## src/rtl/serial_adder_seq.sv

```systemverilog
// -----------------------------------------------------------------------------
// serial_adder_seq
//
// Bit-serial adder with its own sequencer. An accepted start captures the two
// operands, one LOAD cycle clears (or presets) the carry, then WIDTH SHIFT
// cycles push operand bits LSB-first through a single full-adder cell. The sum
// is assembled by shifting each result bit in at the MSB end of sum. The
// registered sum/cout are then presented together with a one-cycle done pulse.
//
// Optional feature macro: SERIAL_ADDER_SUB_EN
//   defined   -> a sub port exists; sub=1 computes a-b (mod 2^WIDTH) by
//                loading ~b and presetting the carry to 1. cout=1 means no
//                borrow.
//   undefined -> add only; the carry always starts at 0.
//
// Ports
//   clk     in   rising-edge clock
//   reset   in   synchronous, active-high reset
//   start   in   request, sampled only in IDLE and DONE
//   a, b    in   WIDTH-bit operands, captured on an accepted start
//   sub     in   subtract select (SERIAL_ADDER_SUB_EN only)
//   load    out  high for the single LOAD cycle
//   enable  out  high during every SHIFT cycle
//   busy    out  high in LOAD and SHIFT
//   done    out  one-cycle pulse in DONE
//   sum     out  WIDTH-bit result, valid from DONE until the next LOAD
//   cout    out  final carry, valid alongside sum
//
// State table
//   state | meaning
//   IDLE  | waiting for start; sum/cout hold the previous result
//   LOAD  | operands captured; carry and bit counter initialised
//   SHIFT | one operand bit per cycle through the full adder
//   DONE  | result presented, done=1; start here chains the next operation
// -----------------------------------------------------------------------------
module serial_adder_seq #(
    parameter int WIDTH = 8
) (
    input  logic             clk,
    input  logic             reset,
    input  logic             start,
    input  logic [WIDTH-1:0] a,
    input  logic [WIDTH-1:0] b,
`ifdef SERIAL_ADDER_SUB_EN
    input  logic             sub,
`endif
    output logic             load,
    output logic             enable,
    output logic             busy,
    output logic             done,
    output logic [WIDTH-1:0] sum,
    output logic             cout
);

    localparam int CNT_W = $clog2(WIDTH + 1);

    if (WIDTH < 2 || WIDTH > 64) begin : g_bad_width
        $error("serial_adder_seq: WIDTH must be in 2..64");
    end

    typedef enum logic [1:0] {
        IDLE  = 2'd0,
        LOAD  = 2'd1,
        SHIFT = 2'd2,
        DONE  = 2'd3
    } state_t;

    state_t             state_q;
    state_t             state_d;

    logic [WIDTH-1:0]   opa_q;
    logic [WIDTH-1:0]   opb_q;
    logic [WIDTH-1:0]   sum_q;
    logic               carry_q;
    logic               cout_q;
    logic               sub_q;
    logic [CNT_W-1:0]   count_q;

    logic               sub_sel;
    logic               accept;
    logic               last_bit;
    logic               sum_bit;
    logic               carry_nxt;

`ifdef SERIAL_ADDER_SUB_EN
    always_comb sub_sel = sub;
`else
    always_comb sub_sel = 1'b0;
`endif

    // start only matters when the sequencer is free to take new operands
    always_comb accept = start && ((state_q == IDLE) || (state_q == DONE));

    always_comb last_bit = (count_q == CNT_W'(WIDTH - 1));

    // single full-adder cell on the current LSBs
    always_comb begin
        sum_bit   = opa_q[0] ^ opb_q[0] ^ carry_q;
        carry_nxt = (opa_q[0] & opb_q[0]) | (opa_q[0] & carry_q) | (opb_q[0] & carry_q);
    end

    // -------------------------------------------------------------------------
    // FSM state register
    // -------------------------------------------------------------------------
    always_ff @(posedge clk) begin
        if (reset) begin
            state_q <= IDLE;
        end else begin
            state_q <= state_d;
        end
    end

    // -------------------------------------------------------------------------
    // FSM next state and state-decoded outputs
    // -------------------------------------------------------------------------
    always_comb begin
        state_d = state_q;
        load    = 1'b0;
        enable  = 1'b0;
        busy    = 1'b0;
        done    = 1'b0;

        case (state_q)
            IDLE: begin
                if (accept) begin
                    state_d = LOAD;
                end
            end
            LOAD: begin
                load    = 1'b1;
                busy    = 1'b1;
                state_d = SHIFT;
            end
            SHIFT: begin
                enable = 1'b1;
                busy   = 1'b1;
                if (last_bit) begin
                    state_d = DONE;
                end
            end
            DONE: begin
                done = 1'b1;
                if (accept) begin
                    state_d = LOAD;
                end else begin
                    state_d = IDLE;
                end
            end
            default: begin
                state_d = IDLE;
            end
        endcase
    end

    // -------------------------------------------------------------------------
    // Datapath
    // -------------------------------------------------------------------------
    always_ff @(posedge clk) begin
        if (reset) begin
            opa_q   <= '0;
            opb_q   <= '0;
            sum_q   <= '0;
            carry_q <= 1'b0;
            cout_q  <= 1'b0;
            sub_q   <= 1'b0;
            count_q <= '0;
        end else begin
            case (state_q)
                IDLE, DONE: begin
                    if (accept) begin
                        opa_q <= a;
                        // subtraction is a + ~b + 1; the +1 comes from the carry preset
                        opb_q <= sub_sel ? ~b : b;
                        sub_q <= sub_sel;
                    end
                end
                LOAD: begin
                    carry_q <= sub_q;
                    count_q <= '0;
                end
                SHIFT: begin
                    opa_q   <= {1'b0, opa_q[WIDTH-1:1]};
                    opb_q   <= {1'b0, opb_q[WIDTH-1:1]};
                    sum_q   <= {sum_bit, sum_q[WIDTH-1:1]};
                    carry_q <= carry_nxt;
                    count_q <= count_q + CNT_W'(1);
                    // capture the final carry on the last bit so it is
                    // already stable for the whole DONE cycle
                    if (last_bit) begin
                        cout_q <= carry_nxt;
                    end
                end
                default: begin
                end
            endcase
        end
    end

    assign sum  = sum_q;
    assign cout = cout_q;

endmodule

```

## config.mk

```make
export PLATFORM = sky130hd
export DESIGN_NAME = serial_adder_seq
export DESIGN_NICKNAME = d
export VERILOG_FILES = /design/src/rtl/serial_adder_seq.sv
export SDC_FILE = /design/constraint.sdc
export NUM_CORES = 1
export LEC_CHECK = 0
export CAP_MARGIN = 20
export CORE_ASPECT_RATIO = 1.25
export CORE_MARGIN = 4
export CORE_UTILIZATION = 39
export CTS_BUF_LIST = sky130_fd_sc_hd__clkbuf_16
export CTS_CLUSTER_SIZE = 8
export DETAILED_ROUTE_END_ITERATION = 10
export PLACE_DENSITY_LB_ADDON = 0.3
export SLEW_MARGIN = 40
export SYNTH_ARGS = -nofsm -noshare
export SYNTH_HDL_FRONTEND = slang
export SYNTH_SLANG_ARGS = --single-unit
```

## constraint.sdc

```tcl
create_clock -name clk -period 1.66 [get_ports clk]
set_input_delay 0.166 -clock clk [delete_from_list [all_inputs] [get_ports clk]]
set_output_delay 0.166 -clock clk [all_outputs]
set_load 0.01 [all_outputs]
```

=== Yosys cells after proc, flatten, opt, wreduce, memory -nomap -nowiden ===
Cells that the tools add are included.

* Bitwise logic cells: 7
* Muxes and demuxes: 14
* Equal/unequal tests: 7
* Add/subtract/negate cells: 1
* Shifts and indexed selects: 0
* Reductions and logical operators: 10
* Order comparisons: 0
* Multiply operators: 0
* Divide/modulo/power cells: 0

{| class="wikitable"
|+ Operators with widths
! cell !! number
|-
| $pmux 8 s2 || 2
|-
| $mux 8 || 2
|-
| $pmux 2 s4 || 1
|-
| $pmux 4 s2 || 1
|-
| $ne 2x2->1 const B || 3
|-
| $reduce_and 2->1 || 3
|-
| $mux 1 || 5
|-
| $add 4x1->4 const B || 1
|-
| $eq 2x2->1 const B || 2
|-
| $eq 4x3->1 const B || 1
|-
| $mux 2 || 2
|-
| $reduce_bool 2->1 || 2
|-
| $reduce_or 2->1 || 2
|-
| $and 1x1->1 || 3
|-
| $eq 2x1->1 const B || 1
|-
| $logic_not 2->1 || 1
|-
| $or 1x1->1 || 2
|-
| $pmux 1 s2 || 1
|-
| $xor 1x1->1 || 2
|-
| $logic_and 1x1->1 || 1
|-
| $logic_or 1x1->1 || 1
|}

* RAM bits: 0
* Register bits after elaboration: 32
* Word-level logic and storage cells: 46
* Memories kept: 0
* Bits in latches: 0
* Memory bits (read-only): 0
* Output and inout port bits: 13
* Input port bits: 19

=== Logic depth before layout (Yosys ltp) ===
* Word-level depth: 5
* Depth in mapped cells: 7
* Gate-level depth less buffers: 5

=== Worst setup path before layout ===
Ideal clock, no wire load.

* Path type: register -> register
* From: register state_q[1]
* To: register opa_q[6]
* Period minus slack after synthesis: 1617 ps
* Buffers on the path: 1
* Cell stages (with the launch flop): 7
* Library setup time: 145 ps
* Data arrival time: 1472 ps
* Data required time: 1515 ps
* Path slack: 43 ps
* Cells stage by stage: dfxtp_1 -> inv_1 -> ha_1 -> mux2_4 -> buf_6 -> nor2_1 -> a211oi_2

* Cells in the longest elaborated chain, start to end: 5
* Elaborated cells between the ends (all ways): 10
* Those cells by class: eq/ne (3); mux (1); reduce/logical (6)

{| class="wikitable"
|+ Ends and longest elaborated chain
! element !! line !! text
|-
| start: declaration || 68 || <nowiki>state_t state_q;</nowiki>
|-
| start signal: assignment || 109 || <nowiki>state_q <= state_d;</nowiki>
|-
| $eq 2x2->1 / $logic_not 2->1 (equally long branches) || 92, 168 ||
|-
| $logic_or 1x1->1 || 92 || <nowiki>always_comb accept = start && ((state_q == IDLE) || (state_q == DONE));</nowiki>
|-
| $logic_and 1x1->1 || 92 ||
|-
| $ne 2x2->1 (no source line) || -- ||
|-
| $reduce_and 2->1 (no source line) || -- ||
|-
| end signal: assignment || 182 || <nowiki>opa_q <= {1'b0, opa_q[WIDTH-1:1]};</nowiki>
|-
| end: declaration || 71 || <nowiki>logic [WIDTH-1:0] opa_q;</nowiki>
|}

Several ways; a longest one is shown, not always the timed one.
A chain may end at the register's enable or synchronous reset.

=== Worst setup path in the final report ===
* From: register state_q[1]
* To: output port done

* Cells in the longest elaborated chain, start to end: 2

{| class="wikitable"
|+ Ends and longest elaborated chain
! element !! line !! text
|-
| $eq 2x2->1 || 123 || <nowiki>case (state_q)</nowiki>
|-
| $mux 1 || 123 ||
|-
| end: declaration || 50 || <nowiki>output logic done,</nowiki>
|}

No other way between the ends.

==> results.toml <==
[finish]
nets = 209
finalInstanceArea_um2 = 2110
area_growth_pct = 36.3
drive_above_1_share_pct = 17.8
antenna_cells = 0

[placed_design]
dp_hpwl_um = 2220
place.gp.congestion = 0.672
dpl_cell_area_um2 = 1910
io_buffers = 31
pre_cts_slack_ps = 15.1

[setup_path]
cp.depth = 3
cp-end-kind = "primary output"
critPathMaxStageDelay_ps = 530
cp_num_buf_inv = 2
r2r_cells = 5
cp.required_ps = 1490
worstPathArrival_ps = 1420
crit_fanout = 4
path_class = "reg -> out"
startpoint_type = "register"
cp_slowest_cell = "clkdlybuf4s50_1"
path_cells = "buf_4 > ha_1 > clkdlybuf4s50_1"
cp_top_family = "buffers and inverters"

[drt]
post_drt_wl_per_cell_um = 13.4
drc = 0
dr_total_vias = 1183
viasPerCell = 4.95
drt_wl_total_um = 3200
drt_pre_antenna_iters = 4
ant_nets = 0
drt_iter0_drc = 42

[pwr]
clockPowerShare_pct = 34.8
power_frac_comb_pct = 31.7
seq_power_share_pct = 33.5
leakagePower_nw = 0.787
power.switching_mw = 0.852
cellPowerDensity_nw_per_um2 = 1350
peakVddDrop_mv = 0.667
swShare_pct = 29.8
power.internal_mw = 2.01

[global_routing]
grt_max_degree = 34
grt-ovfl-total = 0
grt_usage_pct = 12.9
grt_pass1_wl_um = 5290
antenna_found_initial = 0
grt_pass1_vias = 1225

[min_path]
holdPathStages = 2
hold_path_class = "reg -> reg"

[timing]
worst_slew_pin_slew_ps = 277
setup_tns_ps = 0
min_period_ps = 1590
final_max_slew_viol_count = 0
setup_viol = 0
slew_headroom_pct = 81.5
max_freq_ghz = 0.630
skew_ps = 2.29
hold_violations = 0
fin_ws_ps = 73.3
finalCritPeriodShare_pct = 95.6
rsz0062_at_grt = "false"

[synthesis]
synth_nets = 175
synthCells = 150
yosys_warnings = 0
synth_edf_count = 0
ys_seq_elements = 32
postSynthAreaPerCell_um2 = 10.3
synth_top_area_cell = "dfxtp_1"
ys_seq_area_share_pct = 41.3
synth_area_um2 = 1550
synthArstFlopShare_pct = 0
ys_types = 28
synth_ff_type = "dfxtp_1"
synthTopCellsByArea = "dfxtp_1 41%, mux2i_1 16%, a211oi_2 11%"
yosysTopAreaCellShare_pct = 41.3

[floorplan]
die_area_um2 = 5050
die_h_um = 78.5
core-area_um2 = 3820
initial_utilization_pct = 40.6
boundaryPins = 32
die_x_um = 64.4
num_rows = 25

[clock_network]
cts_tree = "done"
cts_buffers = 5
ctsRootBufferMaster = "clkbuf_16"
clk_pin_slew_ps = 50
clock_sinks = 32
postCtsSetupRepairBufs = 0
cts_buffer_depth = 2
cts_hold_buf = 0
clk-insertion-delay-late_ps = 270
htreeDepth = 2

[status]
status = "complete, no violations"

[job]
cap_violations = 0
==> cells in the final DEF, fill, tap and decap left out, types with 2 or more instances in the layout <==
cell / Yosys / final
ha_1: 5 / 3
buf_4: 2 / 4
a22oi_1: 2 / 2
clkinv_1: 0 / 2
nor2_1: 25 / 25
mux2i_1: 25 / 24
inv_1: 5 / 4
a21oi_1: 7 / 7
nand3b_1: 2 / 2
nand2_1: 3 / 3
mux2_4: 1 / 2
nor2b_1: 2 / 2
dfxtp_1: 32 / 31
nand4b_1: 2 / 2
a211oi_2: 14 / 14
clkdlybuf4s50_1: 0 / 29
nand2b_1: 2 / 2
clkbuf_16: 0 / 5
nand3_1: 3 / 3
==> state kept, by name, indices dropped and copies added (netlist names) <==
signal and cells:
state_q 2, opb_q 8, sum 8, carry_q 1, cout 1, opa_q 8
count_q 4
==> per-layer routing <==
layer	track usage, %	vias up	wire length [um]
met5	0	-	0
met1	14.1	554	1350
met2	23.8	27	1710
met3	3.72	2	127
met4	3.81	0	15
li1	-	600	-
==> cells by family after synthesis <==
| kind of cell | synth area share [%] |
|---|---|
| adder cells (fa/ha/maj) | 5.33 |
| buffers and inverters | 6.05 |
| AND/OR/NAND/NOR | 12.3 |
| AO/OA/AOI/OAI | 17.8 |
| multiplexers | 17.1 |
| flip-flops | 41.3 |
==> stage by stage <==
stage,utilization [%],cells,power [mW],hold slack [ps]
2_1_floorplan,-,150,1.61,314
3_3_place_gp,50.1,230,1.77,470
3_5_place_dp,50.1,230,1.81,473
4_1_cts,54.6,238,2.82,481
5_1_grt,55.4,239,3.02,512
6_report,55.4,239,2.86,477
==> final timing paths <==
check | to | start | slack (ps)
setup / recovery | done | state_q[1] | 70
hold / removal | carry_q | carry_q | 480
setup reg to reg | state_q[0] | state_q[0] | 90
hold reg to reg | carry_q | carry_q | 480
==> power by group through the flow <==
stage,sequential (mW),combinational (mW),clock [mW]
2_1_floorplan,0.955,0.655,0
3_3_place_gp,0.962,0.809,0
3_5_place_dp,0.970,0.841,0
4_1_cts,0.957,0.843,1.02
5_1_grt,0.976,0.991,1.05
6_report,0.959,0.907,0.997
==> final cells by class <==
cell class                      count  area [um2]
Fill cell                         346        1700
Multi-Input combinational cell    103         850
Sequential cell                    32         642
Timing Repair Buffer               37         373
Clock buffer                        5         125
Tap cell                           54        67.6
Clock inverter                      3        37.5
Inverter                            5        18.8
==> Yosys cell counts, drive strengths merged, types with 3 or more instances <==
library cell and instances:
a211oi 14, a21oi 7, buf 8, clkbuf 3
dfxtp 32, ha 5, inv 5, mux2i 25
nand2 3, nand3 3, nor2 25
==> worst min-delay path: cells and delay by family (launching register included) <==
family           cells  cell delay (ps)
AND/OR/NAND/NOR      1               60
flip-flops           1              320
AO/OA/AOI/OAI        1               50
==> what timing repair did <==
| action | CTS | global route |
|---|---|---|
| resized for setup | 3 | 6 |
| endpoints found under the setup margin | 2 | 18 |
| cloned | 0 | 1 |
Power figures use the tool's default switching activity.
